`src/rtl/cpu_trace_emitter_pkg.sv`:
```
// Shared constants, field ordering and helpers for the CPU trace emitter.
package cpu_trace_pkg;

  localparam int TIME_MAX = 9999;

  localparam logic [7:0] CH_CARET  = 8'h5e;
  localparam logic [7:0] CH_AT     = 8'h40;
  localparam logic [7:0] CH_COLON  = 8'h3a;
  localparam logic [7:0] CH_SPACE  = 8'h20;
  localparam logic [7:0] CH_DOLLAR = 8'h24;
  localparam logic [7:0] CH_STAR   = 8'h2a;
  localparam logic [7:0] CH_LT     = 8'h3c;
  localparam logic [7:0] CH_EQ     = 8'h3d;
  localparam logic [7:0] CH_HASH   = 8'h23;
  localparam logic [7:0] CH_ZERO   = 8'h30;

  typedef enum logic [3:0] {
    F_CARET, F_TIME, F_AT, F_PC, F_COLON, F_SEP1, F_KIND,
    F_ID, F_SEP2, F_LT, F_EQ, F_SEP3, F_DATA, F_HASH
  } field_e;

  typedef enum logic [1:0] {ST_IDLE, ST_CONV, ST_EMIT, ST_TAIL} state_e;

  // Lowercase only: 10..15 map onto 'a'..'f' (8'h57 + 10 = 'a').
  function automatic logic [7:0] hex_char(input logic [3:0] d);
    return (d < 4'd10) ? (CH_ZERO + {4'h0, d}) : (8'h57 + {4'h0, d});
  endfunction

endpackage

```
`src/rtl/cpu_trace_emitter_if.sv`:
```
// Record request / character stream bundle for the trace emitter.
interface cpu_trace_emitter_if #(
  parameter int TIME_W = 14,
  parameter int GRF_W  = 5
);
  logic              req_valid;
  logic              req_ready;
  logic              is_mem;
  logic [TIME_W-1:0] time_in;
  logic [31:0]       pc_in;
  logic [GRF_W-1:0]  grf_in;
  logic [31:0]       addr_in;
  logic [31:0]       data_in;
  logic [7:0]        char;
  logic              char_valid;
  logic              done;
  logic              time_sat;

  modport master (
    output req_valid, is_mem, time_in, pc_in, grf_in, addr_in, data_in,
    input  req_ready, char, char_valid, done, time_sat
  );

  modport slave (
    input  req_valid, is_mem, time_in, pc_in, grf_in, addr_in, data_in,
    output req_ready, char, char_valid, done, time_sat
  );
endinterface

```
`src/rtl/cpu_trace_emitter_bin2bcd.sv`:
```
// Sequential double-dabble: one shift per clock, BIN_W clocks after start.
module trace_bin2bcd_seq #(
  parameter int BIN_W = 14
) (
  input  logic             clk,
  input  logic             reset,
  input  logic             start,
  input  logic [BIN_W-1:0] bin,
  output logic             busy,
  output logic             done,
  output logic [15:0]      bcd
);
  localparam int CNT_W = $clog2(BIN_W + 1);

  logic [BIN_W-1:0] bin_q;
  logic [CNT_W-1:0] cnt;
  logic [15:0]      adj;

  always_comb begin
    adj = bcd;
    for (int i = 0; i < 4; i++) begin
      if (bcd[i*4 +: 4] >= 4'd5) adj[i*4 +: 4] = bcd[i*4 +: 4] + 4'd3;
    end
  end

  always_ff @(posedge clk) begin
    if (reset) begin
      busy  <= 1'b0;
      done  <= 1'b0;
      bcd   <= '0;
      bin_q <= '0;
      cnt   <= '0;
    end else begin
      done <= 1'b0;
      if (start) begin
        bin_q <= bin;
        bcd   <= '0;
        cnt   <= '0;
        busy  <= 1'b1;
      end else if (busy) begin
        bcd   <= {adj[14:0], bin_q[BIN_W-1]};
        bin_q <= bin_q << 1;
        cnt   <= cnt + 1'b1;
        if (cnt == CNT_W'(BIN_W - 1)) begin
          busy <= 1'b0;
          done <= 1'b1;
        end
      end
    end
  end
endmodule

```
`src/rtl/cpu_trace_emitter.sv`:
```
// Serializes one write-back record into the ASCII trace stream, one char per clock.
// Build option: define TRACE_SPACE_EN to emit single spaces around "$reg"/"*addr" and "<=".
module cpu_trace_emitter
  import cpu_trace_pkg::*;
#(
  parameter int TIME_W = 14,
  parameter int GRF_W  = 5
) (
  input logic clk,
  input logic reset,
  cpu_trace_emitter_if.slave bus
);

  state_e           state;
  field_e           field;
  logic [2:0]       cnt;
  logic             mem_q;
  logic [GRF_W-1:0] grf_q;
  logic [31:0]      pc_q, addr_q, data_q;

  logic              accept, time_over;
  logic [TIME_W-1:0] time_clip;
  logic              bcd_busy, bcd_done;
  logic [15:0]       bcd;

  assign accept    = bus.req_valid && bus.req_ready;
  assign time_over = 32'(bus.time_in) > 32'(TIME_MAX);
  assign time_clip = time_over ? TIME_W'(TIME_MAX) : bus.time_in;

  trace_bin2bcd_seq #(.BIN_W(TIME_W)) u_bcd (
    .clk   (clk),
    .reset (reset),
    .start (accept),
    .bin   (time_clip),
    .busy  (bcd_busy),
    .done  (bcd_done),
    .bcd   (bcd)
  );

  // Separator fields simply vanish from the walk when spaces are disabled.
  function automatic field_e next_field(input field_e f);
    field_e n;
    n = field_e'(f + 4'd1);
`ifdef TRACE_SPACE_EN
`else
    if (n == F_SEP1 || n == F_SEP2 || n == F_SEP3) n = field_e'(n + 4'd1);
`endif
    return n;
  endfunction

  logic [2:0] ndig, hpos;
  logic [1:0] tpos, tens;
  logic [3:0] ones, tdig;
  logic [7:0] cur_char;
  logic       last;

  always_comb begin
    if (bcd[15:12] != 4'd0)     ndig = 3'd4;
    else if (bcd[11:8] != 4'd0) ndig = 3'd3;
    else if (bcd[7:4] != 4'd0)  ndig = 3'd2;
    else                        ndig = 3'd1;
    if (int'(grf_q) >= 30)      tens = 2'd3;
    else if (int'(grf_q) >= 20) tens = 2'd2;
    else if (int'(grf_q) >= 10) tens = 2'd1;
    else                        tens = 2'd0;
    ones     = 4'(int'(grf_q) - 10 * int'(tens));
    tpos     = 2'(ndig - 3'd1 - cnt);
    hpos     = 3'd7 - cnt;
    tdig     = bcd[{tpos, 2'b00} +: 4];
    cur_char = 8'h00;
    last     = 1'b1;
    case (field)
      F_CARET: cur_char = CH_CARET;
      F_TIME: begin
        cur_char = CH_ZERO + {4'h0, tdig};
        last     = (cnt == ndig - 3'd1);
      end
      F_AT:    cur_char = CH_AT;
      F_PC: begin
        cur_char = hex_char(pc_q[{hpos, 2'b00} +: 4]);
        last     = (cnt == 3'd7);
      end
      F_COLON: cur_char = CH_COLON;
      F_SEP1, F_SEP2, F_SEP3: cur_char = CH_SPACE;
      F_KIND:  cur_char = mem_q ? CH_STAR : CH_DOLLAR;
      F_ID: begin
        if (mem_q) begin
          cur_char = hex_char(addr_q[{hpos, 2'b00} +: 4]);
          last     = (cnt == 3'd7);
        end else if (tens != 2'd0 && cnt == 3'd0) begin
          cur_char = CH_ZERO + {6'h0, tens};
          last     = 1'b0;
        end else begin
          cur_char = CH_ZERO + {4'h0, ones};
        end
      end
      F_LT:    cur_char = CH_LT;
      F_EQ:    cur_char = CH_EQ;
      F_DATA: begin
        cur_char = hex_char(data_q[{hpos, 2'b00} +: 4]);
        last     = (cnt == 3'd7);
      end
      F_HASH:  cur_char = CH_HASH;
      default: cur_char = 8'h00;
    endcase
  end

  // TAIL keeps req_ready low through the '#' cycle so ready rises only once the line is closed.
  always_ff @(posedge clk) begin
    if (reset) begin
      state          <= ST_IDLE;
      field          <= F_CARET;
      cnt            <= '0;
      mem_q          <= 1'b0;
      grf_q          <= '0;
      pc_q           <= '0;
      addr_q         <= '0;
      data_q         <= '0;
      bus.req_ready  <= 1'b1;
      bus.char       <= 8'h00;
      bus.char_valid <= 1'b0;
      bus.done       <= 1'b0;
      bus.time_sat   <= 1'b0;
    end else begin
      case (state)
        ST_IDLE: begin
          if (accept) begin
            mem_q         <= bus.is_mem;
            grf_q         <= bus.grf_in;
            pc_q          <= bus.pc_in;
            addr_q        <= bus.addr_in;
            data_q        <= bus.data_in;
            bus.time_sat  <= time_over;
            bus.req_ready <= 1'b0;
            state         <= ST_CONV;
          end
        end
        ST_CONV: begin
          if (bcd_done && !bcd_busy) begin
            bus.char       <= CH_CARET;
            bus.char_valid <= 1'b1;
            field          <= F_TIME;
            cnt            <= '0;
            state          <= ST_EMIT;
          end
        end
        ST_EMIT: begin
          bus.char <= cur_char;
          if (field == F_HASH) begin
            bus.done <= 1'b1;
            state    <= ST_TAIL;
          end else if (last) begin
            field <= next_field(field);
            cnt   <= '0;
          end else begin
            cnt <= cnt + 3'd1;
          end
        end
        ST_TAIL: begin
          bus.char       <= 8'h00;
          bus.char_valid <= 1'b0;
          bus.done       <= 1'b0;
          bus.req_ready  <= 1'b1;
          state          <= ST_IDLE;
        end
        default: state <= ST_IDLE;
      endcase
    end
  end
endmodule
```
`src/flat_wrapper.sv`:
```
// flat-port wrapper written by rule: the top's interface ports become plain ports
module cpu_trace_emitter_flat import cpu_trace_pkg::*;
#(
  parameter int TIME_W = 14,
  parameter int GRF_W  = 5
)
  (clk, reset, bus_req_valid, bus_is_mem, bus_time_in, bus_pc_in, bus_grf_in, bus_addr_in, bus_data_in, bus_req_ready, bus_char, bus_char_valid, bus_done, bus_time_sat);
  cpu_trace_emitter_if #(.TIME_W(TIME_W), .GRF_W(GRF_W)) bus_i ();
  input logic clk;
  input logic reset;
  input wire logic [$bits(bus_i.req_valid)-1:0] bus_req_valid;
  input wire logic [$bits(bus_i.is_mem)-1:0] bus_is_mem;
  input wire logic [$bits(bus_i.time_in)-1:0] bus_time_in;
  input wire logic [$bits(bus_i.pc_in)-1:0] bus_pc_in;
  input wire logic [$bits(bus_i.grf_in)-1:0] bus_grf_in;
  input wire logic [$bits(bus_i.addr_in)-1:0] bus_addr_in;
  input wire logic [$bits(bus_i.data_in)-1:0] bus_data_in;
  output wire logic [$bits(bus_i.req_ready)-1:0] bus_req_ready;
  output wire logic [$bits(bus_i.char)-1:0] bus_char;
  output wire logic [$bits(bus_i.char_valid)-1:0] bus_char_valid;
  output wire logic [$bits(bus_i.done)-1:0] bus_done;
  output wire logic [$bits(bus_i.time_sat)-1:0] bus_time_sat;
  assign bus_i.req_valid = bus_req_valid;
  assign bus_i.is_mem = bus_is_mem;
  assign bus_i.time_in = bus_time_in;
  assign bus_i.pc_in = bus_pc_in;
  assign bus_i.grf_in = bus_grf_in;
  assign bus_i.addr_in = bus_addr_in;
  assign bus_i.data_in = bus_data_in;
  assign bus_req_ready = bus_i.req_ready;
  assign bus_char = bus_i.char;
  assign bus_char_valid = bus_i.char_valid;
  assign bus_done = bus_i.done;
  assign bus_time_sat = bus_i.time_sat;
  cpu_trace_emitter #(.TIME_W(TIME_W), .GRF_W(GRF_W)) u_core (.clk(clk), .reset(reset), .bus(bus_i));
endmodule
```
`config.mk`:
```
export PLATFORM = sky130hd
export DESIGN_NAME = cpu_trace_emitter_flat
export DESIGN_NICKNAME = d
export VERILOG_FILES = /design/src/rtl/cpu_trace_emitter_pkg.sv /design/src/rtl/cpu_trace_emitter_if.sv /design/src/rtl/cpu_trace_emitter_bin2bcd.sv /design/src/rtl/cpu_trace_emitter.sv /design/src/flat_wrapper.sv
export SDC_FILE = /design/constraint.sdc
export NUM_CORES = 1
export LEC_CHECK = 0
export ABC_AREA = 1
export CORE_MARGIN = 4
export CORE_UTILIZATION = 25
export DETAILED_ROUTE_END_ITERATION = 16
export SETUP_SLACK_MARGIN = 0.02
export SYNTH_ARGS = -nofsm -noshare
export SYNTH_HDL_FRONTEND = slang
export SYNTH_SLANG_ARGS = --single-unit
```
`constraint.sdc`:
```
create_clock -name clk -period 3.3 [get_ports clk]
set_input_delay 0.33 -clock clk [delete_from_list [all_inputs] [get_ports clk]]
set_output_delay 0.33 -clock clk [all_outputs]
set_load 0.01 [all_outputs]
```
==> flow_summary.toml, run 1 <==
[yosys]
muxShareOfSynthArea = 0
yosysTopAreaCell = "dfxtp_1"
synth.avg_cell_area_um2 = 6.83
synthSimpleGateAreaFrac = 0.227
syn_area_um2 = 8340
synthAdderAreaFrac = 0.0459
synth_compound_area_frac = 0.223
yosys_warnings = 0
ys_seq_area_frac = 0.379
syn-num-nets = 1369
synth_top_family_by_area = "simple AND/OR/NAND/NOR gates"
synth-xor-area-share = 0.0137
ys_top_cells_by_area = "dfxtp_1, nand2_1, o21ai_0, a21oi_1, inv_1"
ys_types = 43
synth_top_area_share = 0.379
syn-instance-count = 1220
ys_ff_latch = 158

[floorplan]
dieArea_um2 = 36300
initial_core_util = 0.255
die_h_um = 191
rows = 66
ios = 131
die_width_um = 191
fp.coreArea_um2 = 32700

[route]
drc_errors = 0
via_per_inst = 4.63
wl_um = 25300
routedWlPerCell_um = 14.3
drtIter0Drc = 467
dr.pass1.iters = 6
ant_nets = 0
vias = 8185

[worst_setup_path]
reg2regPathDepth = 19
worst-path-stages = 19
r2r-start = "u_core.u_bcd.bcd[8]"
slowest_delay_ns = 0.56
worst_path_max_delay_cell = "ha_1"
cp.arrival_ns = 3.08
path_class = "reg2reg"
critPathRequiredTime_ns = 3.62
setup.worst_path.end = "u_core.bus.char[1]"
critical_path.startpoint = "u_core.u_bcd.bcd[8]"
cpMostUsedCell = "nand2_1"
r2r_end = "u_core.bus.char[1]"
worstPathCellList = "inv_1 -> ha_1 -> inv_1 -> nor3_1 -> inv_1 -> o21ai_0 -> inv_1 -> ha_1 -> nor2_1 -> a21oi_1 -> nand2_1 -> nand3_1 -> nand2_1 -> nor2_1 -> nand2_1 -> nor2_1 -> nand2_1 -> nand2_1 -> a21oi_1"
path_buf_inv = 4
end_kind = "flop"
crit_path_start_kind = "flop"
worstPathMaxFanout = 17
path_delay_family = "simple AND/OR/NAND/NOR gates"
reg2reg_slack_ns = 0.54

[clocking]
clk_latency_ns = 0.44
post-cts-setup-buffers = 0
cts_buffers = 17
cts.clk_slew.worst_paths_ns = 0.07
clockBufferDepth = 2
cts_tree = "yes"
cts_sinks = 158
cts_hold_buffers = 0
htreeDepth = 4
cts.root.buffer_cell = "clkbuf_16"
cts_resized = 0

[power_and_ir_drop]
ir_drop_mv = 0.406
p_leak_uw = 0.00427
p_per_area_nw_per_um2 = 653

[final_layout]
antenna_cells = 0
n_fill_cell = 3580
layout.nets = 1461
syn_to_final_growth_pct = 26.2
drive_gt1_frac = 0.0521

[global_routing]
grt_max_degree = 91
grt_pass1_wl_um = 40800
antenna_found_initial = 0
track_usage = 0.139
overflow = 0
grt_pass1_vias = 7977

[timing]
final_max_slew_viol_count = 0
fin_worst_skew_ns = 0.00906
fin_ws_ns = 0.536
worst-slew-pin-transition_ns = 0.602
finalHoldViolations = 0
setup_tns_ns = 0
fin_crit_ns = 2.76
finalHoldWorstSlack_ns = 0.452
fin_crit_sh = 0.837
max_freq_mhz = 362
slew_headroom = 0.598
finalSetupViolCount = 0
rsz0062_at_grt = "false"

[hold_path]
hold_path.class = "reg2reg"

[placement]
dpl_worst_slack_ns = 0.547
place.gp.congestion = 0.874
dp_hpwl_um = 18200
port_buffers = 129

[job]
cap_violations = 0

[outcome]
status = "completed"
## cell usage after synthesis (all sizes together)
cell type,count
a2111oi,2
a211oi,4
a21oi,132
a221o,1
a221oi,1
a31oi,8
a32o,1
and3,1
buf,33
clkbuf,37
clkinv,4
conb,1
dfxtp,158
fa,1
ha,29
inv,150
nand2,239
nand3,84
nand3b,4
nand4,6
nor2,101
nor3,10
nor3b,1
o211a,1
o211ai,29
o21a,1
o21ai,159
o22ai,2
o31ai,2
or2,4
or3,1
xnor2,4
xor2,9
## how the worst min path moves through the flow
| stage | start | to | slack (ns) | cells after the start |
|---|---|---|---|---|
| after floorplan | u_core.addr_q[0] | u_core.addr_q[0] | 0.43 | 2 |
| after global placement | u_core.pc_q[10] | u_core.pc_q[10] | 0.44 | 2 |
| after detailed placement | u_core.addr_q[26] | u_core.addr_q[26] | 0.45 | 2 |
| after CTS | u_core.pc_q[18] | u_core.pc_q[18] | 0.45 | 2 |
| after global routing | u_core.addr_q[21] | u_core.addr_q[21] | 0.48 | 2 |
| final | u_core.addr_q[2] | u_core.addr_q[2] | 0.45 | 2 |
## placed cells by master, fill, tap and decap left out, drive strengths merged, types with 2 or more instances in the layout
cell / count
xor2: 9
clkbuf: 20
clkinv: 6
o31ai: 2
o211ai: 29
ha: 29
nor2: 101
a211oi: 4
clkdlybuf4s50: 129
nand4: 6
nor3: 10
a31oi: 8
nand3: 84
nand2: 239
clkinvlp: 4
inv: 156
or2: 4
xnor2: 4
nand3b: 4
dfxtp: 158
buf: 14
o22ai: 2
a21oi: 132
a2111oi: 2
o21ai: 159
## worst min-delay path, stage by stage, from the launching register on
cell and delay [ns]:
dfxtp_1 0.30, inv_1 0.06, a21oi_1 0.05
## registers in the layout, indices dropped and copies added, names as in the netlist
name / count
u_core.mem_q: 1
u_core.u_bcd.busy: 1
u_core.bus.req_ready: 1
u_core.state: 2
u_core.bus.done: 1
u_core.u_bcd.cnt: 4
u_core.bus.char_valid: 1
u_core.pc_q: 32
u_core.bus.char: 7
u_core.addr_q: 32
u_core.u_bcd.bin_q: 14
u_core.u_bcd.bcd: 16
u_core.bus.time_sat: 1
u_core.field: 4
u_core.data_q: 32
u_core.u_bcd.done: 1
u_core.grf_q: 5
u_core.cnt: 3
## per-layer routing
metal / up-vias / wire length (um) / global-route usage
met5: - / 0 / 0
met4: 0 / 357 / 0.0401
met3: 28 / 1410 / 0.0286
met2: 189 / 11400 / 0.221
met1: 3776 / 12100 / 0.191
li1: 4192 / - / -
## power by group
| group | leakage [uW] | switching [uW] | total (uW) | internal, uW |
|---|---|---|---|---|
| combinational | 0.00271 | 1520 | 2400 | 874 |
| clock | 0.000256 | 869 | 1870 | 1000 |
| sequential | 0.00130 | 205 | 2600 | 2390 |
## cell type report
| cell class | count | area (um^2) | area share |
|---|---|---|---|
| well taps | 442 | 553 | 0.0526 |
| multi-input cells | 838 | 4250 | 0.404 |
| clock buffers | 20 | 447 | 0.0425 |
| inverters | 154 | 581 | 0.0552 |
| clock inverters | 12 | 103 | 0.00975 |
| flip-flops and latches | 158 | 3160 | 0.301 |
| repair buffers | 143 | 1420 | 0.135 |
## through the flow
step / area, um^2 / cells / total power, uW / utilization
2_1_floorplan: 8340 / 1220 / 4290 / -
3_3_place_gp: 9970 / 1735 / 4990 / 0.305
3_5_place_dp: 9970 / 1735 / 5050 / 0.305
4_1_cts: 10500 / 1767 / 6930 / 0.322
5_1_grt: 10500 / 1767 / 7420 / 0.322
6_report: 10500 / 1767 / 6860 / 0.322
## cell families (layout without fill, tap and decap cells)
logic type	Yosys count	after routing
compound gates	343	343
xor+xnor	13	13
fa+ha+maj	30	30
buf+inv	224	329
flops	158	158
other cells	1	1
simple gates	451	451
Power figures use the tool's default switching activity.
==> inputs of run 2 (changes only) <==
==> constraint.sdc (replaced) <==
create_clock -name clk -period 2.59 [get_ports clk]
set_input_delay 0.259 -clock clk [delete_from_list [all_inputs] [get_ports clk]]
set_output_delay 0.259 -clock clk [all_outputs]
set_load 0.01 [all_outputs]
==> flow_summary.toml, run 2 (same netlist as run 1, synthesis figures left out) <==
[job]
cap_violations = 0

[clocking]
cts_sinks = 158
clockBufferDepth = 2
htreeDepth = 4
cts.root.buffer_cell = "clkbuf_16"
cts_tree = "yes"
cts.clk_slew.worst_paths_ns = 0.07
cts_hold_buffers = 0
cts_buffers = 17
post-cts-setup-buffers = 0
clk_latency_ns = 0.43

[floorplan]
dieArea_um2 = 36300
die_h_um = 191
ios = 131
die_width_um = 191
fp.coreArea_um2 = 32700
rows = 66
initial_core_util = 0.255

[global_routing]
grt_pass1_vias = 7895
grt_max_degree = 101
grt_pass1_wl_um = 40700
overflow = 0
track_usage = 0.139
antenna_found_initial = 1

[placement]
place_area_um2 = 10200
port_buffers = 129
place.gp.congestion = 0.905
dp_hpwl_um = 18600
place_inst = 1760
dpl_worst_slack_ns = -0.0203

[route]
routedWlPerCell_um = 14.3
ant_nets = 0
wl_um = 25600
dr.pass1.iters = 4
drc_errors = 0
drtIter0Drc = 579
via_per_inst = 4.57
vias = 8190

[power_and_ir_drop]
ir_drop_mv = 0.508
p_per_area_nw_per_um2 = 848
fin_total_pwr_uw = 9290
p_leak_uw = 0.00447

[worst_setup_path]
cp.arrival_ns = 2.71
critPathRequiredTime_ns = 2.91
path_class = "reg2reg"
crit_path_start_kind = "flop"
worstPathMaxFanout = 6
end_kind = "flop"

[timing]
fin_crit_ns = 2.38
fin_ws_ns = 0.206
fin_crit_sh = 0.920
final_max_slew_viol_count = 0
finalHoldViolations = 0
slew_headroom = 0.667
worst-slew-pin-transition_ns = 0.495
fin_worst_skew_ns = 0.0103
finalSetupViolCount = 0
rsz0062_at_grt = "true"
max_freq_mhz = 419

[final_layout]
reg_top3 = "u_core.addr_q (32), u_core.data_q (32), u_core.pc_q (32)"
syn_to_final_growth_pct = 31.4
fin_area_um2 = 11000
final_common_cell = "nand2_1"
mostFrequentLayoutCells = "nand2_1, dfxtp_1, o21ai_0, inv_1, clkdlybuf4s50_1"
drive_gt1_frac = 0.0875
layout.nets = 1486
stdcell_count = 1792

[hold_path]
hold_path.class = "in2reg"

[outcome]
status = "completed"
-- run 2: changes by cell type in the layout (fill, tap and decap cells not counted), sizes merged --
| cell | previous run | this run |
|---|---|---|
| buf | 14 | 39 |
| inv | 156 | 157 |
| clkinvlp | 4 | 2 |
| clkbuf | 20 | 17 |
| diode | 0 | 1 |
| bufinv | 0 | 3 |
-- run 2: final cells by class --
class,count,area (um^2)
Timing Repair Buffer,168,1650
Sequential cell,158,3170
Clock inverter,14,201
Multi-Input combinational cell,838,4380
Tap cell,442,553
Inverter,154,581
Fill cell,3481,21700
Clock buffer,17,425
Antenna cell,1,2.50
-- run 2: final timing paths --
path              slack, ns  cells past startpoint                 start                  to
setup / recovery       0.21                     18  u_core.u_bcd.bcd[12]  u_core.bus.char[1]
hold reg to reg        0.45                      2       u_core.pc_q[20]     u_core.pc_q[20]
setup reg to reg       0.21                     18  u_core.u_bcd.bcd[12]  u_core.bus.char[1]
hold / removal         0.41                      3       bus_addr_in[15]   u_core.addr_q[15]
-- run 2: repair_timing --
action,in CTS,in global routing
resized for setup,1,31
pin swaps,0,15
setup endpoints to repair,4,11
-- run 2: layer usage --
layer	up-vias	wire [um]	track usage
li1	4232	-	-
met1	3752	12100	0.188
met2	188	11900	0.225
met3	18	1360	0.0291
met4	0	318	0.0345
met5	-	0	0
-- run 2: worst max-delay path, cell delays in order, from the launching register on --
cell,delay [ns]
dfxtp_1,0.34
inv_2,0.07
ha_2,0.18
nand2_1,0.10
nor2_4,0.18
o21ai_4,0.09
ha_4,0.31
xor2_4,0.17
nand2_1,0.09
nand2_2,0.13
nand2_1,0.06
nand3_1,0.07
nand2_1,0.07
nor2_1,0.09
nand2_1,0.05
nor2_1,0.10
nand2_1,0.06
nand2_1,0.05
a21oi_1,0.06
-- run 2: per-stage QoR --
step | utilization | TNS (ns) | hold slack, ns
2_1_floorplan | - | 0 | 0.394
3_3_place_gp | 0.312 | 0 | 0.439
3_5_place_dp | 0.312 | -0.0376 | 0.443
4_1_cts | 0.331 | 0 | 0.408
5_1_grt | 0.335 | -0.0330 | 0.426
6_report | 0.335 | 0 | 0.414
-- run 2: where the power goes --
group | leakage, uW | switching, uW | internal (uW)
Clock | 0.000301 | 1150 | 1550
Combinational | 0.00287 | 2000 | 1260
Sequential | 0.00130 | 278 | 3050
==> RTL edit 1, RTL diff (flow settings as in run 2) <==
Reset style: asynchronous (`reset`), changed in 2 clocked blocks.
--- a/src/rtl/cpu_trace_emitter_bin2bcd.sv
+++ b/src/rtl/cpu_trace_emitter_bin2bcd.sv
@@ -23,7 +23,7 @@
     end
   end
 
-  always_ff @(posedge clk) begin
+  always_ff @(posedge clk or posedge reset) begin
     if (reset) begin
       busy  <= 1'b0;
       done  <= 1'b0;
--- a/src/rtl/cpu_trace_emitter.sv
+++ b/src/rtl/cpu_trace_emitter.sv
@@ -106,7 +106,7 @@
   end
 
   // TAIL keeps req_ready low through the '#' cycle so ready rises only once the line is closed.
-  always_ff @(posedge clk) begin
+  always_ff @(posedge clk or posedge reset) begin
     if (reset) begin
       state          <= ST_IDLE;
       field          <= F_CARET;
Check against the original RTL: differs if reset is asserted again (counterexample within 4 cycles, from zero or initial values and one cycle with reset high); with reset held inactive, the same outputs for 10 cycles.
==> RTL edit 1 against run 2 <==
Area after synthesis grew 5.7%. Worst hold slack worse by 0.15 ns. Worst setup slack lost 0.054 ns. Total power up 40%. Largest cell class unchanged. Sequential cell count unchanged. Sequential share of layout area rose by 5.4 points. Routed wire length fell by 0.65%. Maximum frequency shrank 2.2%. Cell area rose by 5.3%.
==> RTL edit 1: results (changes against run 2) <==
worst_setup_path:
  r2r_slack_ns: 0.15  # was 0.21 ns
  slowest_delay_ns: 0.39  # was 0.34 ns
  reg2reg_to: "u_core.bus.char[1]$_DFFE_PP0P_"  # was u_core.bus.char[1]$_SDFFE_PP0P_
  rr_worst_depth: 17  # was 18
  cp_max_fo: 7  # was 6
  reg2reg_from: "u_core.u_bcd.bcd[8]$_DFFE_PP0P_"  # was u_core.u_bcd.bcd[12]$_SDFFE_PP0P_
  worst_path_max_delay_cell: "dfrtp_1"  # was dfxtp_1
  worstPathArrival_ns: 2.77  # was 2.71 ns
power_and_ir_drop:
  p_leak_nw: 5.45  # was 4.47 nW
  pg_seq_mw: 4.17  # was 3.32 mW
  ir_worst_vdd_mv: 0.583  # was 0.508 mV
  p_seq_share_pct: 32.0  # was 35.8%
  power_frac_comb_pct: 48.5  # was 35.1%
synth:
  synth-xor-area-share_pct: 0.795  # was 1.37%
  synth_commonest_cells: "nand2_1 (382), dfrtp_1 (157), inv_1 (145)"  # was nand2_1 (232), dfxtp_1 (158), o21ai_0 (157)
  ys_seq_area_share_pct: 44.9  # was 37.9%
  synth-compound-area-share_pct: 13.9  # was 22.3%
  synthesis.nets: 1330  # was 1369
  synthArstFlopShare_pct: 100  # was 0%
  ys_top_cells_by_area: "dfrtp_1 (45%), nand2_1 (16%), o21ai_0 (7.3%), inv_1 (6.2%), nand3_1 (4.5%)"  # was dfxtp_1 (38%), nand2_1 (10%), o21ai_0 (9.4%), a21oi_1 (7.8%), inv_1 (6.6%)
  synthCells: 1180  # was 1220
  synth_ff_type: "dfrtp_1"  # was dfxtp_1
sta:
  tightest_slew_ns: 0.683  # was 0.495 ns
  fin_crit_sh_pct: 94.1  # was 92.0%
  finalClockSkew_ns: 0.0156  # was 0.0103 ns
  fin_worst_hold_slack_ns: 0.264  # was 0.414 ns
routing:
  routedWlPerCell_um: 14.2  # was 14.3 um
  vias_per_cell: 4.44  # was 4.57
  dr.pass1.iters: 5  # was 4
  dr.first_iter.drc_count: 422  # was 579
placed_design:
  place_area_sq_mm: 0.0108  # was 0.0102 sq mm
  placed_cells: 1757  # was 1760
  dp_hpwl_um: 19200  # was 18600 um
run_status:
  status: "finished, final reports clean"  # unchanged
grt:
  grt_max_degree: 58  # was 101
  grt_pass1_wl_um: 42000  # was 40700 um
  grt_pass1_vias: 8074  # was 7895
  grt_antenna_before_repair: 0  # was 1
  grt_usage_pct: 13.5  # was 13.9%
layout:
  n_antenna_cell: 0  # was 1
  fin_cells: 1795  # was 1792
worst_hold_path:
  hold_class: "input port to asynchronous set/reset pin"  # was input port to register
clock_network:
  clock_latency_ns: 0.45  # was 0.43 ns
==> RTL edit 1: cell types whose count changed after synthesis, moves of 8 or more <==
cell      delta
a21oi_1    -106
clkbuf_1    -22
dfrtp_1    +157
dfxtp_1    -158
nand2_1    +150
nor2_1      -36
nor3_1       -8
o21ai_0     -29
o21ai_1     +12
o22ai_1      +9
==> RTL edit 1: final cells by class <==
type | count | area (sq um)
well taps | 455 | 569
flip-flops and latches | 158 | 3960
clock buffers | 19 | 453
repair buffers | 178 | 1750
multi-input cells | 817 | 4090
inverters | 156 | 589
fillers | 3610 | 23100
clock inverters | 12 | 133
==> RTL edit 1: routing by layer <==
metal / GRT usage [%] / part of all wire, %
met2: 21.3 / 46
met4: 5.07 / 2.4
met5: 0 / 0
met1: 18.7 / 48
met3: 2.35 / 3.5
==> RTL edit 1: repair_timing <==
action / in CTS / in global routing
pin swaps: 0 / 12
setup endpoints to repair: 1 / 11
gates resized for setup: 1 / 24
hold endpoints to repair: 0 / 0
buffers inserted: 0 / 7
==> RTL edit 2, RTL diff (flow settings as in run 2) <==
Without the edit above. `GRF_W` is set to 5 in 3 places; all go to 7.
--- a/src/rtl/cpu_trace_emitter_if.sv
+++ b/src/rtl/cpu_trace_emitter_if.sv
@@ -1,7 +1,7 @@
 // Record request / character stream bundle for the trace emitter.
 interface cpu_trace_emitter_if #(
   parameter int TIME_W = 14,
-  parameter int GRF_W  = 5
+  parameter int GRF_W  = 7
 );
   logic              req_valid;
   logic              req_ready;
--- a/src/rtl/cpu_trace_emitter.sv
+++ b/src/rtl/cpu_trace_emitter.sv
@@ -4,7 +4,7 @@
   import cpu_trace_pkg::*;
 #(
   parameter int TIME_W = 14,
-  parameter int GRF_W  = 5
+  parameter int GRF_W  = 7
 ) (
   input logic clk,
   input logic reset,
--- a/src/flat_wrapper.sv
+++ b/src/flat_wrapper.sv
@@ -2,7 +2,7 @@
 module cpu_trace_emitter_flat import cpu_trace_pkg::*;
 #(
   parameter int TIME_W = 14,
-  parameter int GRF_W  = 5
+  parameter int GRF_W  = 7
 )
   (clk, reset, bus_req_valid, bus_is_mem, bus_time_in, bus_pc_in, bus_grf_in, bus_addr_in, bus_data_in, bus_req_ready, bus_char, bus_char_valid, bus_done, bus_time_sat);
   cpu_trace_emitter_if #(.TIME_W(TIME_W), .GRF_W(GRF_W)) bus_i ();
Interface: changed (resized bus_grf_in); port bits go from 131 to 133. The function was not compared with the original's and may differ.
==> RTL edit 2 against run 2 <==
Sequential cell count grew 2. Worst setup slack barely moved. Cell area increased by 0.67%. Area after synthesis up 2.2%. Sequential share of layout area increased by 0.16 points. Non-clock buffer count fell by 8. Largest cell class unchanged. Critical endpoint is now u_core.bus.char[3]$_SDFFE_PP0P_. Routed wire length grew 3.1%. Total power is 10% higher. Critical path type unchanged. Clock power is essentially flat.
==> RTL edit 2: results (changes against run 2) <==
power_and_ir_drop:
  ir_worst_vdd_mv: 0.493  # was 0.508 mV
  p_leak_nw: 4.64  # was 4.47 nW
  swShare_pct: 40.3  # was 36.9%
clock_network:
  ctsLongestPathBuffers: 2  # unchanged
  ctsRootBufferMaster: "clkbuf_16"  # unchanged
  h-tree-depth: 4  # unchanged
  clock_latency_ns: 0.45  # was 0.43 ns
  cts_setup_buffers: 0  # unchanged
  cts_buffers: 17  # unchanged
  cts_resized: 2  # was 1
synth:
  ys_seq_area_share_pct: 37.6  # was 37.9%
  syn_area_per_cell_sq_um: 6.77  # was 6.83 sq um
  ys_top_cells_by_area: "dfxtp_1 (38%), nand2_1 (12%), o21ai_0 (8.9%), a21oi_1 (8.3%), inv_1 (7.1%)"  # was dfxtp_1 (38%), nand2_1 (10%), o21ai_0 (9.4%), a21oi_1 (7.8%), inv_1 (6.6%)
  ys_types: 46  # was 43
  synthesis.nets: 1411  # was 1369
  synth_commonest_cells: "nand2_1 (265), inv_1 (161), dfxtp_1 (160)"  # was nand2_1 (232), dfxtp_1 (158), o21ai_0 (157)
  synthArstFlopShare_pct: 0  # unchanged
  synth_ff_type: "dfxtp_1"  # unchanged
  yosys_warnings: 0  # unchanged
sta:
  finalClockSkew_ns: 0.0236  # was 0.0103 ns
  slew_headroom_pct: 63.0  # was 66.7%
placed_design:
  place_congestion: 0.911  # was 0.905
  placed_cells: 1798  # was 1760
  dp_hpwl_um: 19500  # was 18600 um
  place_ws_ns: 0.0104  # was -0.0203 ns
  numPortBuffers: 131  # was 129
  place_area_sq_mm: 0.0103  # was 0.0102 sq mm
routing:
  dr.first_iter.drc_count: 483  # was 579
  vias_per_cell: 4.56  # was 4.57
  vias: 8349  # was 8190
  routedWlPerCell_um: 14.4  # was 14.3 um
  dr.pass1.iters: 5  # was 4
layout:
  n_antenna_cell: 0  # was 1
  top_regs: "u_core.addr_q: 32 flops, u_core.data_q: 32 flops, u_core.pc_q: 32 flops"  # unchanged
  fillers: 3573  # was 3481
  drive_gt1_share_pct: 7.37  # was 8.75%
  final_nets: 1523  # was 1486
grt:
  grt_antenna_before_repair: 0  # was 1
  grt_pass1_wl_um: 42600  # was 40700 um
  grt_use_met2_pct: 23.6  # was 22.5%
  grt_usage_pct: 14.3  # was 13.9%
  met1_usage_pct: 19.5  # was 18.8%
  grt_max_degree: 118  # was 101
  grt_pass1_vias: 8156  # was 7895
  gr-usage-met3_pct: 2.51  # was 2.91%
worst_hold_path:
  hold_class: "input port to register"  # unchanged
  min_from: "bus_pc_in[12]"  # was bus_addr_in[15]
worst_setup_path:
  cp_max_fo: 6  # unchanged
  crit_path_start: "u_core.u_bcd.bcd[12]$_SDFFE_PP0P_"  # unchanged
  slowest_delay_ns: 0.34  # about the same
  worstPathArrival_ns: 2.70  # was 2.71 ns
  worst_path_max_delay_cell: "dfxtp_1"  # unchanged
run_status:
  status: "finished, final reports clean"  # unchanged
## RTL edit 2: cells by family (layout without fill, tap and decap cells)
group / Yosys count / count (layout) / synth area share [%]
and+or+nand+nor: 470 / 470 / 22.9
adders and majority gates: 31 / 31 / 4.64
muxes: 2 / 2 / 0.235
DFF: 160 / 160 / 37.6
AOI/OAI and AO/OA: 345 / 345 / 21.7
xor gates and xnor gates: 14 / 14 / 1.44
other: 1 / 1 / 0.0440
buffers and inverters: 236 / 361 / 11.4
## RTL edit 2: power groups by stage
stage / Combinational [mW] / Clock (mW) / Sequential, mW
floorplan: 2.90 / 0 / 3.34
global placement: 3.97 / 0 / 3.40
detailed placement: 4.05 / 0 / 3.41
CTS: 4.08 / 2.78 / 3.36
global route: 4.78 / 2.87 / 3.43
finish: 4.16 / 2.70 / 3.37
## RTL edit 2: final cells by class
class | count | area [sq um] | share of cell area [%]
well taps | 448 | 561 | 5.08
multi-input cells | 863 | 4440 | 40.2
repair buffers | 160 | 1560 | 14.2
flip-flops and latches | 160 | 3200 | 29.1
clock inverters | 15 | 198 | 1.79
inverters | 169 | 639 | 5.80
clock buffers | 17 | 425 | 3.86
## RTL edit 2: path summary, 6_finish.rpt
kind | to | slack (ns) | cells after the start
setup / recovery | u_core.bus.char[3]$_SDFFE_PP0P_ | 0.21 | 16
hold / removal | u_core.pc_q[12]$_SDFFE_PP0P_ | 0.40 | 3
setup reg to reg | u_core.bus.char[3]$_SDFFE_PP0P_ | 0.21 | 16
hold reg to reg | u_core.pc_q[25]$_SDFFE_PP0P_ | 0.45 | 2
## RTL edit 2: layer usage
layer  part of all wire, %  vias to the layer above
met1                    48                     3822
met3                   3.7                       31
met5                     0                        -
li1                      -                     4320
met2                    47                      176
met4                   1.5                        0
